$ cat config.mk
export PLATFORM = sky130hd
export DESIGN_NAME = fetch_stage_flat
export DESIGN_NICKNAME = d
export VERILOG_FILES = /design/src/rtl/fetch_stage_pkg.sv /design/src/rtl/fetch_stage_if.sv /design/src/rtl/fetch_stage_pc_unit.sv /design/src/rtl/fetch_stage.sv /design/src/flat_wrapper.sv
export SDC_FILE = /design/constraint.sdc
export NUM_CORES = 1
export LEC_CHECK = 0
export CAP_MARGIN = 20
export CORE_UTILIZATION = 42
export CTS_BUF_LIST = sky130_fd_sc_hd__clkbuf_4 sky130_fd_sc_hd__clkbuf_8
export DETAILED_ROUTE_END_ITERATION = 12
export PLACE_DENSITY = 0.81
export SYNTH_ARGS = -nofsm -noshare
export SYNTH_HDL_FRONTEND = slang
export SYNTH_SLANG_ARGS = --single-unit
$ cat constraint.sdc
create_clock -name clk -period 2.97 [get_ports clk]
set_clock_uncertainty 0.05 [all_clocks]
set_input_delay 0.594 -clock clk [delete_from_list [all_inputs] [get_ports clk]]
set_output_delay 0.594 -clock clk [all_outputs]
set_load 0.01 [all_outputs]
$ cat src/rtl/fetch_stage_pkg.sv
// rtl/fetch_stage_pkg.sv - shared constants, state encoding and PC helpers for the fetch stage
package fetch_stage_pkg;

    typedef enum logic [1:0] {
        ST_BOOT     = 2'd0,
        ST_RUN      = 2'd1,
        ST_REDIRECT = 2'd2
    } fetch_state_e;

    // sll $0,$0,0: a bubble that can only ever write $0
    localparam logic [31:0] NOP_INSTR_DEFAULT = 32'h0000_0000;
    localparam logic [31:0] RESET_PC_DEFAULT  = 32'h0000_0000;
    localparam logic [31:0] PC_INC            = 32'd4;

    function automatic logic [31:0] align_word(input logic [31:0] addr);
        return {addr[31:2], 2'b00};
    endfunction

    function automatic logic is_misaligned(input logic [31:0] addr);
        return (addr[1:0] != 2'b00);
    endfunction

endpackage

$ cat src/rtl/fetch_stage_if.sv
// rtl/fetch_stage_if.sv - fetch stage bundle: imem port, hazard/redirect inputs, IF/ID outputs
interface fetch_stage_if;
    import fetch_stage_pkg::*;

    logic [31:0] imem_addr;
    logic [31:0] imem_rdata;
    logic        stall;
    logic        flush;
    logic        branch_taken;
    logic [31:0] branch_target;
    logic        jump_en;
    logic [31:0] jump_target;
    logic [31:0] pc;
    logic [31:0] if_id_instr;
    logic [31:0] if_id_pc4;
    logic        if_id_valid;
    logic [5:0]  opcode;
    logic [5:0]  func;
    logic        misalign_err;

    modport master (
        input  imem_rdata,
        input  stall,
        input  flush,
        input  branch_taken,
        input  branch_target,
        input  jump_en,
        input  jump_target,
        output imem_addr,
        output pc,
        output if_id_instr,
        output if_id_pc4,
        output if_id_valid,
        output opcode,
        output func,
        output misalign_err
    );

    modport slave (
        output imem_rdata,
        output stall,
        output flush,
        output branch_taken,
        output branch_target,
        output jump_en,
        output jump_target,
        input  imem_addr,
        input  pc,
        input  if_id_instr,
        input  if_id_pc4,
        input  if_id_valid,
        input  opcode,
        input  func,
        input  misalign_err
    );

endinterface

$ cat src/rtl/fetch_stage_pc_unit.sv
// rtl/fetch_stage_pc_unit.sv - PC register, next-PC select and sticky redirect alignment check
module fetch_stage_pc_unit
    import fetch_stage_pkg::*;
#(
    parameter logic [31:0] RESET_PC = RESET_PC_DEFAULT
) (
    input  logic        clk,
    input  logic        rst,
    input  logic        run_i,
    input  logic        stall_i,
    input  logic        branch_taken_i,
    input  logic [31:0] branch_target_i,
    input  logic        jump_en_i,
    input  logic [31:0] jump_target_i,
    output logic [31:0] pc_o,
    output logic        redirect_o,
    output logic        misalign_err_o
);

    logic [31:0] pc_q, pc_d;
    logic        misalign_q, misalign_d;
    logic [31:0] target;

    // Branch wins over jr when both arrive together; redirects ignore stall.
    always_comb begin
        target     = branch_taken_i ? branch_target_i : jump_target_i;
        redirect_o = run_i & (branch_taken_i | jump_en_i);
        pc_d       = pc_q;
        misalign_d = misalign_q;
        if (redirect_o) begin
            pc_d = align_word(target);
            if (is_misaligned(target)) begin
                misalign_d = 1'b1;
            end
        end else if (run_i && !stall_i) begin
            pc_d = pc_q + PC_INC;
        end
    end

    always_ff @(posedge clk) begin
        if (rst) begin
            pc_q       <= RESET_PC;
            misalign_q <= 1'b0;
        end else begin
            pc_q       <= pc_d;
            misalign_q <= misalign_d;
        end
    end

    assign pc_o           = pc_q;
    assign misalign_err_o = misalign_q;

endmodule

$ cat src/rtl/fetch_stage.sv
// rtl/fetch_stage.sv - instruction fetch FSM and IF/ID pipeline register feeding decode
module fetch_stage
    import fetch_stage_pkg::*;
#(
    parameter logic [31:0] RESET_PC  = RESET_PC_DEFAULT,
    parameter logic [31:0] NOP_INSTR = NOP_INSTR_DEFAULT
) (
    input  logic          clk,
    input  logic          rst,
    fetch_stage_if.master bus
);

    fetch_state_e state_q;
    logic [31:0]  instr_q;
    logic [31:0]  pc4_q;
    logic         valid_q;
    logic [31:0]  pc;
    logic         redirect;
    logic         misalign_err;
    logic         run;

    assign run = (state_q != ST_BOOT);

    fetch_stage_pc_unit #(
        .RESET_PC (RESET_PC)
    ) u_pc_unit (
        .clk             (clk),
        .rst             (rst),
        .run_i           (run),
        .stall_i         (bus.stall),
        .branch_taken_i  (bus.branch_taken),
        .branch_target_i (bus.branch_target),
        .jump_en_i       (bus.jump_en),
        .jump_target_i   (bus.jump_target),
        .pc_o            (pc),
        .redirect_o      (redirect),
        .misalign_err_o  (misalign_err)
    );

    // Every invalid slot carries NOP_INSTR so downstream writes can only hit $0.
    always_ff @(posedge clk) begin
        if (rst) begin
            state_q <= ST_BOOT;
            instr_q <= NOP_INSTR;
            pc4_q   <= 32'd0;
            valid_q <= 1'b0;
        end else begin
            case (state_q)
                ST_BOOT: begin
                    instr_q <= NOP_INSTR;
                    pc4_q   <= 32'd0;
                    valid_q <= 1'b0;
                    state_q <= ST_RUN;
                end
                ST_RUN, ST_REDIRECT: begin
                    if (redirect) begin
                        instr_q <= NOP_INSTR;
                        pc4_q   <= 32'd0;
                        valid_q <= 1'b0;
                        state_q <= ST_REDIRECT;
                    end else begin
                        state_q <= ST_RUN;
                        if (bus.flush) begin
                            instr_q <= NOP_INSTR;
                            pc4_q   <= 32'd0;
                            valid_q <= 1'b0;
                        end else if (!bus.stall) begin
                            instr_q <= bus.imem_rdata;
                            pc4_q   <= pc + PC_INC;
                            valid_q <= 1'b1;
                        end
                    end
                end
                default: begin
                    instr_q <= NOP_INSTR;
                    pc4_q   <= 32'd0;
                    valid_q <= 1'b0;
                    state_q <= ST_BOOT;
                end
            endcase
        end
    end

    assign bus.pc           = pc;
    assign bus.imem_addr    = pc;
    assign bus.if_id_instr  = instr_q;
    assign bus.if_id_pc4    = pc4_q;
    assign bus.if_id_valid  = valid_q;
    assign bus.opcode       = instr_q[31:26];
    assign bus.func         = instr_q[5:0];
    assign bus.misalign_err = misalign_err;

endmodule

$ cat src/flat_wrapper.sv
// flat-port wrapper written by rule: the top's interface ports become plain ports
module fetch_stage_flat import fetch_stage_pkg::*;
#(
    parameter logic [31:0] RESET_PC  = RESET_PC_DEFAULT,
    parameter logic [31:0] NOP_INSTR = NOP_INSTR_DEFAULT
)
  (clk, rst, bus_imem_rdata, bus_stall, bus_flush, bus_branch_taken, bus_branch_target, bus_jump_en, bus_jump_target, bus_imem_addr, bus_pc, bus_if_id_instr, bus_if_id_pc4, bus_if_id_valid, bus_opcode, bus_func, bus_misalign_err);
  fetch_stage_if bus_i ();
  input  logic clk;
  input  logic rst;
  input wire logic [$bits(bus_i.imem_rdata)-1:0] bus_imem_rdata;
  input wire logic [$bits(bus_i.stall)-1:0] bus_stall;
  input wire logic [$bits(bus_i.flush)-1:0] bus_flush;
  input wire logic [$bits(bus_i.branch_taken)-1:0] bus_branch_taken;
  input wire logic [$bits(bus_i.branch_target)-1:0] bus_branch_target;
  input wire logic [$bits(bus_i.jump_en)-1:0] bus_jump_en;
  input wire logic [$bits(bus_i.jump_target)-1:0] bus_jump_target;
  output wire logic [$bits(bus_i.imem_addr)-1:0] bus_imem_addr;
  output wire logic [$bits(bus_i.pc)-1:0] bus_pc;
  output wire logic [$bits(bus_i.if_id_instr)-1:0] bus_if_id_instr;
  output wire logic [$bits(bus_i.if_id_pc4)-1:0] bus_if_id_pc4;
  output wire logic [$bits(bus_i.if_id_valid)-1:0] bus_if_id_valid;
  output wire logic [$bits(bus_i.opcode)-1:0] bus_opcode;
  output wire logic [$bits(bus_i.func)-1:0] bus_func;
  output wire logic [$bits(bus_i.misalign_err)-1:0] bus_misalign_err;
  assign bus_i.imem_rdata = bus_imem_rdata;
  assign bus_i.stall = bus_stall;
  assign bus_i.flush = bus_flush;
  assign bus_i.branch_taken = bus_branch_taken;
  assign bus_i.branch_target = bus_branch_target;
  assign bus_i.jump_en = bus_jump_en;
  assign bus_i.jump_target = bus_jump_target;
  assign bus_imem_addr = bus_i.imem_addr;
  assign bus_pc = bus_i.pc;
  assign bus_if_id_instr = bus_i.if_id_instr;
  assign bus_if_id_pc4 = bus_i.if_id_pc4;
  assign bus_if_id_valid = bus_i.if_id_valid;
  assign bus_opcode = bus_i.opcode;
  assign bus_func = bus_i.func;
  assign bus_misalign_err = bus_i.misalign_err;
  fetch_stage #(.RESET_PC(RESET_PC), .NOP_INSTR(NOP_INSTR)) u_core (.clk(clk), .rst(rst), .bus(bus_i));
endmodule
==> results.cfg, run 1 <==
[floorplanning]
die_h_um = 114.0
dieArea_um2 = 12990
rows = 40
start_util_pct = 43.47
io_pins = 244
coreArea_um2 = 12110
die-width_um = 114.0

[timing]
worst_pin_slew_ps = 828.9
rsz0062_at_grt = false
tns_ps = 0
hold_violations = 0
max_freq_mhz = 398.1
finalSetupViolations = 0
relSlewSlack_pct = 44.32
finalCriticalPeriod_ps = 2512
period_share_pct = 84.57
final_max_slew_viol_count = 0

[synth]
netlist.area_leader.share_pct = 36.50
yosysMostFrequentCell = dfxtp_1
synthTopCellsByArea = dfxtp_1, mux2i_1, buf_4
yosysSeqAreaShare_pct = 36.50
synth_edf_count = 0
yosysTopAreaCell = dfxtp_1
yosysUniqueCellTypes = 54
async_flop_share_pct = 0
synth_common_cells = dfxtp_1, nor2_1, buf_4, mux2i_1, nand2_1
synth_area_um2 = 5265
ys_warn_count = 0
synth-seq-cells = 96
synthCells = 636
synth-main-ff-cell = dfxtp_1
synth.avg_cell_area_um2 = 8.278

[cts]
cts_tree = yes
post_cts_resized = 0
cts_buffers = 9
clkTransAtPathRegs_ps = 100
cts_hold_buffers = 0
cts_buffer_depth = 2
clock-sinks = 96
htree_levels = 3
cts-root-buf = clkbuf_8
post_cts_buffers = 0
insertion_delay_ps = 370

[drt]
wl_per_cell_um = 16.92
firstDrtPassIters = 6
drc = 0
vias = 5340
final_antenna_net_count = 0
wl_um = 16700
dr.first_iter.drc_count = 364
viasPerCell = 5.410

[place]
placed_cells = 971
hpwl_um = 12430
portBuffers = 237
placed_area_um2 = 7482
gp_congestion = 0.8588

[status]
status = finished clean

[flow_run]
maxCapViolations = 0

[setup_path]
endpoint_kind = register
worst_ep_arrival_time_ps = 2760
reg2reg_slack_ps = 460
reg2reg_depth = 5
r2r-start = u_core.u_pc_unit.pc_o[4]
start_kind = register
path_max_fanout = 10
cp.required_ps = 3220
crit_type = register to register
timing.rr.end = u_core.bus.if_id_pc4[27]

[power]
seqPwrFrac_pct = 45.7
pwr-share-comb_pct = 28.9
power_switching_uw = 1036
power.share.clock_pct = 25.4
powerDensity_nw_per_um2 = 426.9
p_total_uw = 3274
power_leakage_uw = 0.002772
internal_power_uw = 2238
ir_drop_uv = 311.5
swShare_pct = 31.64

[cells_and_area]
area_growth_syn_to_layout_pct = 45.65
nets = 919
fillCellCount = 1080
n_antenna_cell = 0
final_util_pct = 63.32
fin_area_um2 = 7669
finalNonFillerCells = 987
drive_gt1_share_pct = 7.326

[grt]
grt_pass1_wl_um = 26210
grt_pass1_vias = 5182
grt_max_degree = 64
antenna_found_initial = 0
overflow = 0
grt.total_usage_pct = 25.59

[min_path]
min_path_type = register to register
holdPathEnd = u_core.bus.if_id_valid
whs_path_depth = 2
min_from = u_core.bus.if_id_valid
power groups by stage:
stage	logic, µW	clock network (µW)	registers, µW
after detailed placement	941	0	1520
after floorplan	508	0	1500
final	945	832	1500
after global placement	930	0	1520
after global routing	1020	898	1510
after CTS	947	849	1490
cell families after synthesis:
group / Yosys count / synth area share, %
AND/OR/NAND/NOR: 229 / 21.82
AO/OA/AOI/OAI: 117 / 14.19
buffers and inverters: 106 / 11.12
flip-flops: 96 / 36.50
multiplexers: 58 / 11.26
XOR/XNOR: 26 / 4.325
adder cells (fa/ha/maj): 3 / 0.7130
other: 1 / 0.07122
critical path, cell delays in order (launching register included):
cell	delay, ps
dfxtp_1	570
nand3_1	320
nor2_1	660
nand4_1	350
xor2_1	250
a211oi_1	240
metal layers:
metal | routed length (µm) | track usage [%] | vias up
li1 | - | - | 2545
met2 | 8286 | 44.97 | 222
met5 | 0 | 0 | -
met1 | 7009 | 31.12 | 2548
met3 | 1150 | 5.526 | 25
met4 | 254 | 7.965 | 0
sequential cells by signal (all words and copies together) (netlist names):
register                         flops
u_core.bus.if_id_instr              32
u_core.bus.if_id_pc4                30
u_core.u_pc_unit.pc_o               30
u_core.state_q                       2
u_core.bus.if_id_valid               1
u_core.u_pc_unit.misalign_err_o      1
per-stage QoR:
step	hold WS, ps	setup WS (ps)
after floorplan	419.6	672.0
after global placement	384.2	429.9
after detailed placement	389.4	397.5
after CTS	403.2	493.5
after global routing	427.6	301.3
final	402.7	458.2
worst max path at each step:
| stage | start | end |
|---|---|---|
| after floorplan | u_core.u_pc_unit.pc_o[2] | u_core.u_pc_unit.pc_o[26] |
| after global placement | bus_jump_en | u_core.u_pc_unit.pc_o[26] |
| after detailed placement | bus_jump_en | u_core.u_pc_unit.pc_o[29] |
| after CTS | u_core.u_pc_unit.pc_o[2] | u_core.u_pc_unit.pc_o[26] |
| after global routing | u_core.u_pc_unit.pc_o[2] | u_core.u_pc_unit.pc_o[26] |
| final | u_core.u_pc_unit.pc_o[4] | u_core.bus.if_id_pc4[27] |
area by class of cell:
| type | count | area, µm² | area share (%) |
|---|---|---|---|
| Multi-Input combinational cell | 439 | 2780 | 36.25 |
| Timing Repair Buffer | 258 | 2532 | 33.02 |
| Sequential cell | 96 | 1922 | 25.06 |
| Tap cell | 168 | 210.2 | 2.741 |
| Clock buffer | 12 | 158.9 | 2.072 |
| Inverter | 10 | 37.54 | 0.4895 |
| Clock inverter | 4 | 27.53 | 0.3589 |
layout by cell type (no fill, tap or decap), drive strengths merged, types with 4 or more instances in the layout:
cell and n:
nand3 19, dfxtp 96, xor2 14, nor4 11, mux2 10, and4 6, clkbuf 12, nor3 17
a211oi 22, o311ai 4, inv 11, nand2 45, a21oi 36, or3 7, and3 6, clkdlybuf4s50 235
buf 23, nand4 14, mux2i 48, xnor2 12, a31oi 7, nor2b 6, conb 6, o21ai 20
a22oi 5, or4 5, nor2 85
Note: power is estimated with default switching activity, not from simulation.
==> run 2: changes to the inputs <==
==> constraint.sdc (replaced) <==
create_clock -name clk -period 2.45 [get_ports clk]
set_clock_uncertainty 0.05 [all_clocks]
set_input_delay 0.49 -clock clk [delete_from_list [all_inputs] [get_ports clk]]
set_output_delay 0.49 -clock clk [all_outputs]
set_load 0.01 [all_outputs]
==> run 2 against run 1 <==
Sequential power grew 17%; fmax is 14% higher; global-route usage grew 1.2 points; highest routed layer unchanged; design area increased by 2.5%; largest cell class unchanged; via count grew 2.2%; non-clock buffer count grew 27; clock-buffer cell count fell by 3; critical path depth grew 1; final cell count rose by 2.7%; routed wire length is 4.4% higher; flip-flop and latch count unchanged.
==> results.cfg, run 2 (synthesis gave the netlist of run 1 again) <==
[floorplanning]
rows = 40
die-width_um = 114.0
die_h_um = 114.0
coreArea_um2 = 12110
dieArea_um2 = 12990
io_pins = 244
start_util_pct = 43.47

[drt]
viasPerCell = 5.380
dr.first_iter.drc_count = 460
final_antenna_net_count = 0
vias = 5455
drc = 0
wl_per_cell_um = 17.19
firstDrtPassIters = 6
wl_um = 17440

[place]
hpwl_um = 13300
gp_congestion = 0.9150
portBuffers = 237
place_ws_ps = -38.25

[cts]
clock-sinks = 96
htree_levels = 3
cts_hold_buffers = 0
cts-root-buf = clkbuf_8
clkTransAtPathRegs_ps = 90
cts_buffers = 9
cts_buffer_depth = 2
insertion_delay_ps = 370
post_cts_resized = 0
post_cts_buffers = 0
cts_tree = yes

[grt]
antenna_found_initial = 0
grt_pass1_wl_um = 27140
grt_max_degree = 52
grt.total_usage_pct = 26.80
grt_pass1_vias = 5341
overflow = 0

[power]
powerDensity_nw_per_um2 = 510.7
power_leakage_uw = 0.002900
swShare_pct = 32.50
pwr-share-comb_pct = 31.8
power.share.clock_pct = 24.3
power_switching_uw = 1305
internal_power_uw = 2710
p_total_uw = 4015
ir_drop_uv = 259.0
seqPwrFrac_pct = 43.9

[status]
status = finished clean

[cells_and_area]
largest_reg_flops = 32
final_cell_mix = clkdlybuf4s50_1, dfxtp_1, nor2_1
area_growth_syn_to_layout_pct = 49.31
nets = 946
final_common_cell = clkdlybuf4s50_1
final_util_pct = 64.91
drive_gt1_share_pct = 10.28
n_antenna_cell = 0

[setup_path]
path_max_fanout = 7
crit_type = register to register
start_kind = register
endpoint_kind = register
worst_ep_arrival_time_ps = 2420
cp.required_ps = 2660

[flow_run]
maxCapViolations = 0

[timing]
period_share_pct = 90.18
max_freq_mhz = 452.6
relSlewSlack_pct = 59.10
worst_pin_slew_ps = 611.2
setup_ws_ps = 240.6
finalSetupViolations = 0
finalCriticalPeriod_ps = 2209
rsz0062_at_grt = false
tns_ps = 0
hold_violations = 0
final_max_slew_viol_count = 0

[min_path]
min_path_type = register to register
[run 2: cell types whose count changed in the layout (fill, tap and decap cells not counted), sizes merged]
cell | before | now
buf | 23 | 50
clkinvlp | 0 | 1
inv | 11 | 13
clkbuf | 12 | 9
[run 2: worst paths after layout]
| kind | cells past startpoint | slack, ps | from | to |
|---|---|---|---|---|
| max | 6 | 240 | u_core.u_pc_unit.pc_o[2] | u_core.u_pc_unit.pc_o[30] |
| min | 2 | 400 | u_core.bus.if_id_valid | u_core.bus.if_id_valid |
| min reg2reg | 2 | 400 | u_core.bus.if_id_valid | u_core.bus.if_id_valid |
| max reg2reg | 6 | 240 | u_core.u_pc_unit.pc_o[2] | u_core.u_pc_unit.pc_o[30] |
[run 2: critical path, stage by stage, from the launching register on]
cell and delay [ps]:
dfxtp_1 370, ha_1 230, nand4_4 180, nor3_2 430, nand4_1 300, a21o_1 250
a211o_1 290
[run 2: final cells by class]
| type | instances | area [µm²] |
|---|---|---|
| timing repair buffer | 285 | 2735 |
| multi-input combinational | 439 | 2780 |
| tap | 168 | 210.2 |
| fill | 1100 | 4250 |
| sequential | 96 | 1922 |
| clock inverter | 7 | 52.55 |
| inverter | 10 | 37.54 |
| clock buffer | 9 | 123.9 |
[run 2: power groups by stage]
stage	Sequential (µW)	Combinational [µW]	Clock, µW
6_report	1760	1280	974
5_1_grt	1770	1370	1050
4_1_cts	1760	1280	1000
3_5_place_dp	1790	1270	0
3_3_place_gp	1790	1250	0
2_1_floorplan	1820	615	0
[run 2: layer usage]
metal	share of wire (%)	global-route usage, %
met2	49	47.60
met3	6.8	4.782
met1	41	32.40
met5	0	0
met4	2.5	9.351
[run 2: stage by stage]
| step | std cells | hold slack (ps) | area (µm²) |
|---|---|---|---|
| after global placement | 998 | 382.8 | 7685 |
| after CTS | 1014 | 403.8 | 7861 |
| final | 1014 | 403.2 | 7861 |
| after global routing | 1014 | 453.9 | 7861 |
| after floorplan | 641 | 419.6 | 5284 |
| after detailed placement | 998 | 388.4 | 7685 |
==> run 3: changes to the inputs <==
--- a/config.mk
+++ b/config.mk
@@ -5,10 +5,12 @@
 export SDC_FILE = /design/constraint.sdc
 export NUM_CORES = 1
 export LEC_CHECK = 0
+export ABC_CLOCK_PERIOD_IN_PS = 2450
 export CAP_MARGIN = 20
 export CORE_UTILIZATION = 42
 export CTS_BUF_LIST = sky130_fd_sc_hd__clkbuf_4 sky130_fd_sc_hd__clkbuf_8
 export DETAILED_ROUTE_END_ITERATION = 12
+export GPL_ROUTABILITY_DRIVEN = 0
 export PLACE_DENSITY = 0.81
 export SYNTH_ARGS = -nofsm -noshare
 export SYNTH_HDL_FRONTEND = slang
==> run 3 against run 2 <==
Core utilization fell by 0.38 points; die area did not move; register-to-register slack got worse by 70 ps; sequential power barely moved; via count rose by 0.66%; largest power group unchanged.
==> results.cfg, run 3 (synthesis gave the netlist of run 1 again) <==
[place]
portBuffers = 237
hpwl_um = 12890
place_ws_ps = -25.37
placed_cells = 991

[grt]
grt_pass1_vias = 5337
grt-busiest-layer = met2
grt_max_degree = 53
gr-usage-met2_pct = 45.05
antenna_found_initial = 0
use_met3_pct = 5.367
overflow = 0
met1_usage_pct = 30.46
grt.total_usage_pct = 25.72
grt_pass1_wl_um = 26420

[timing]
relSlewSlack_pct = 50.51
finalSetupViolations = 0
max_freq_mhz = 438.9
rsz0062_at_grt = false
tns_ps = 0
period_share_pct = 92.99
hold_violations = 0
finalCriticalPeriod_ps = 2278
setup_ws_ps = 171.7
worst_pin_slew_ps = 742.3
final_max_slew_viol_count = 0

[cells_and_area]
area_growth_syn_to_layout_pct = 48.43
final_util_pct = 64.52
final_cell_mix = clkdlybuf4s50_1, dfxtp_1, nor2_1
largest_reg_flops = 32
finalNonFillerCells = 1007
n_antenna_cell = 0
final_common_cell = clkdlybuf4s50_1
drive_gt1_share_pct = 9.535
fillCellCount = 1047
nets = 939

[drt]
wl_per_cell_um = 16.77
final_antenna_net_count = 0
vias = 5491
viasPerCell = 5.453
drc = 0
dr.first_iter.drc_count = 435
wl_um = 16880
firstDrtPassIters = 5

[cts]
cts_buffers = 9
insertion_delay_ps = 360
clock-sinks = 96
clkTransAtPathRegs_ps = 100
cts_buffer_depth = 2
post_cts_buffers = 0
cts-root-buf = clkbuf_8
htree_levels = 3
cts_hold_buffers = 0
cts_tree = yes
post_cts_resized = 0

[min_path]
min_path_type = register to register

[flow_run]
maxCapViolations = 0

[floorplanning]
die-width_um = 114.0
rows = 40
die_h_um = 114.0
start_util_pct = 43.47
coreArea_um2 = 12110
dieArea_um2 = 12990
io_pins = 244

[power]
p_total_uw = 4005
power_leakage_uw = 0.002867
ir_drop_uv = 302.4
powerDensity_nw_per_um2 = 512.4

[setup_path]
path_cells = buf_4 > nand3_1 > nor2_1 > nand4_1 > or3_1 > a31oi_1
reg2reg_slack_ps = 170
endpoint_kind = register
start_kind = register
max_stage_delay_ps = 570
worst_ep_arrival_time_ps = 2510
crit_type = register to register
path_max_fanout = 7
cp_slowest_cell = nor2_1
cp.required_ps = 2680

[status]
status = finished clean
[run 3: cell types whose count changed in the layout (fill, tap and decap cells not counted)]
cell | before | now
clkinv_4 | 1 | 0
inv_6 | 3 | 4
inv_8 | 0 | 1
clkinv_2 | 2 | 1
buf_4 | 47 | 40
[run 3: area by class of cell]
type                       count  area, µm²  share of cell area, %
clock inverter                 7      58.81                 0.7525
tap                          168      210.2                  2.690
timing repair buffer         278       2683                  34.33
clock buffer                   9      123.9                  1.585
sequential                    96       1922                  24.59
multi-input combinational    439       2780                  35.57
inverter                      10      37.54                 0.4803
[run 3: stage by stage]
stage          hold slack (ps)  area [µm²]
4_1_cts                  407.0        7815
2_1_floorplan            419.6        5284
5_1_grt                  439.2        7815
6_report                 404.8        7815
3_5_place_dp             392.0        7632
3_3_place_gp             382.3        7632
[run 3: metal layers]
metal	wire length, µm	share of wire, %
met2	8333	49
met1	6742	40
met3	1252	7.4
met4	556	3.3
met5	0	0
[run 3: where the power goes]
part / switching (µW) / internal, µW / total, µW
clock: 607 / 390 / 997
sequential: 130 / 1650 / 1780
combinational: 567 / 658 / 1220
[run 3: critical path, delay by kind of cell (launching register included)]
| kind | cells | cell delay (ps) |
|---|---|---|
| DFF | 1 | 350 |
| and+or+nand+nor | 4 | 1460 |
| buffers and inverters | 1 | 150 |
| AOI/OAI and AO/OA | 1 | 200 |
[run 3: worst paths after layout]
check,startpoint,endpoint,cells past startpoint
worst max-delay path,u_core.u_pc_unit.pc_o[2],u_core.u_pc_unit.pc_o[21],6
worst min-delay path,u_core.bus.if_id_valid,u_core.bus.if_id_valid,2
worst max register to register,u_core.u_pc_unit.pc_o[2],u_core.u_pc_unit.pc_o[21],6
worst min register to register,u_core.bus.if_id_valid,u_core.bus.if_id_valid,2
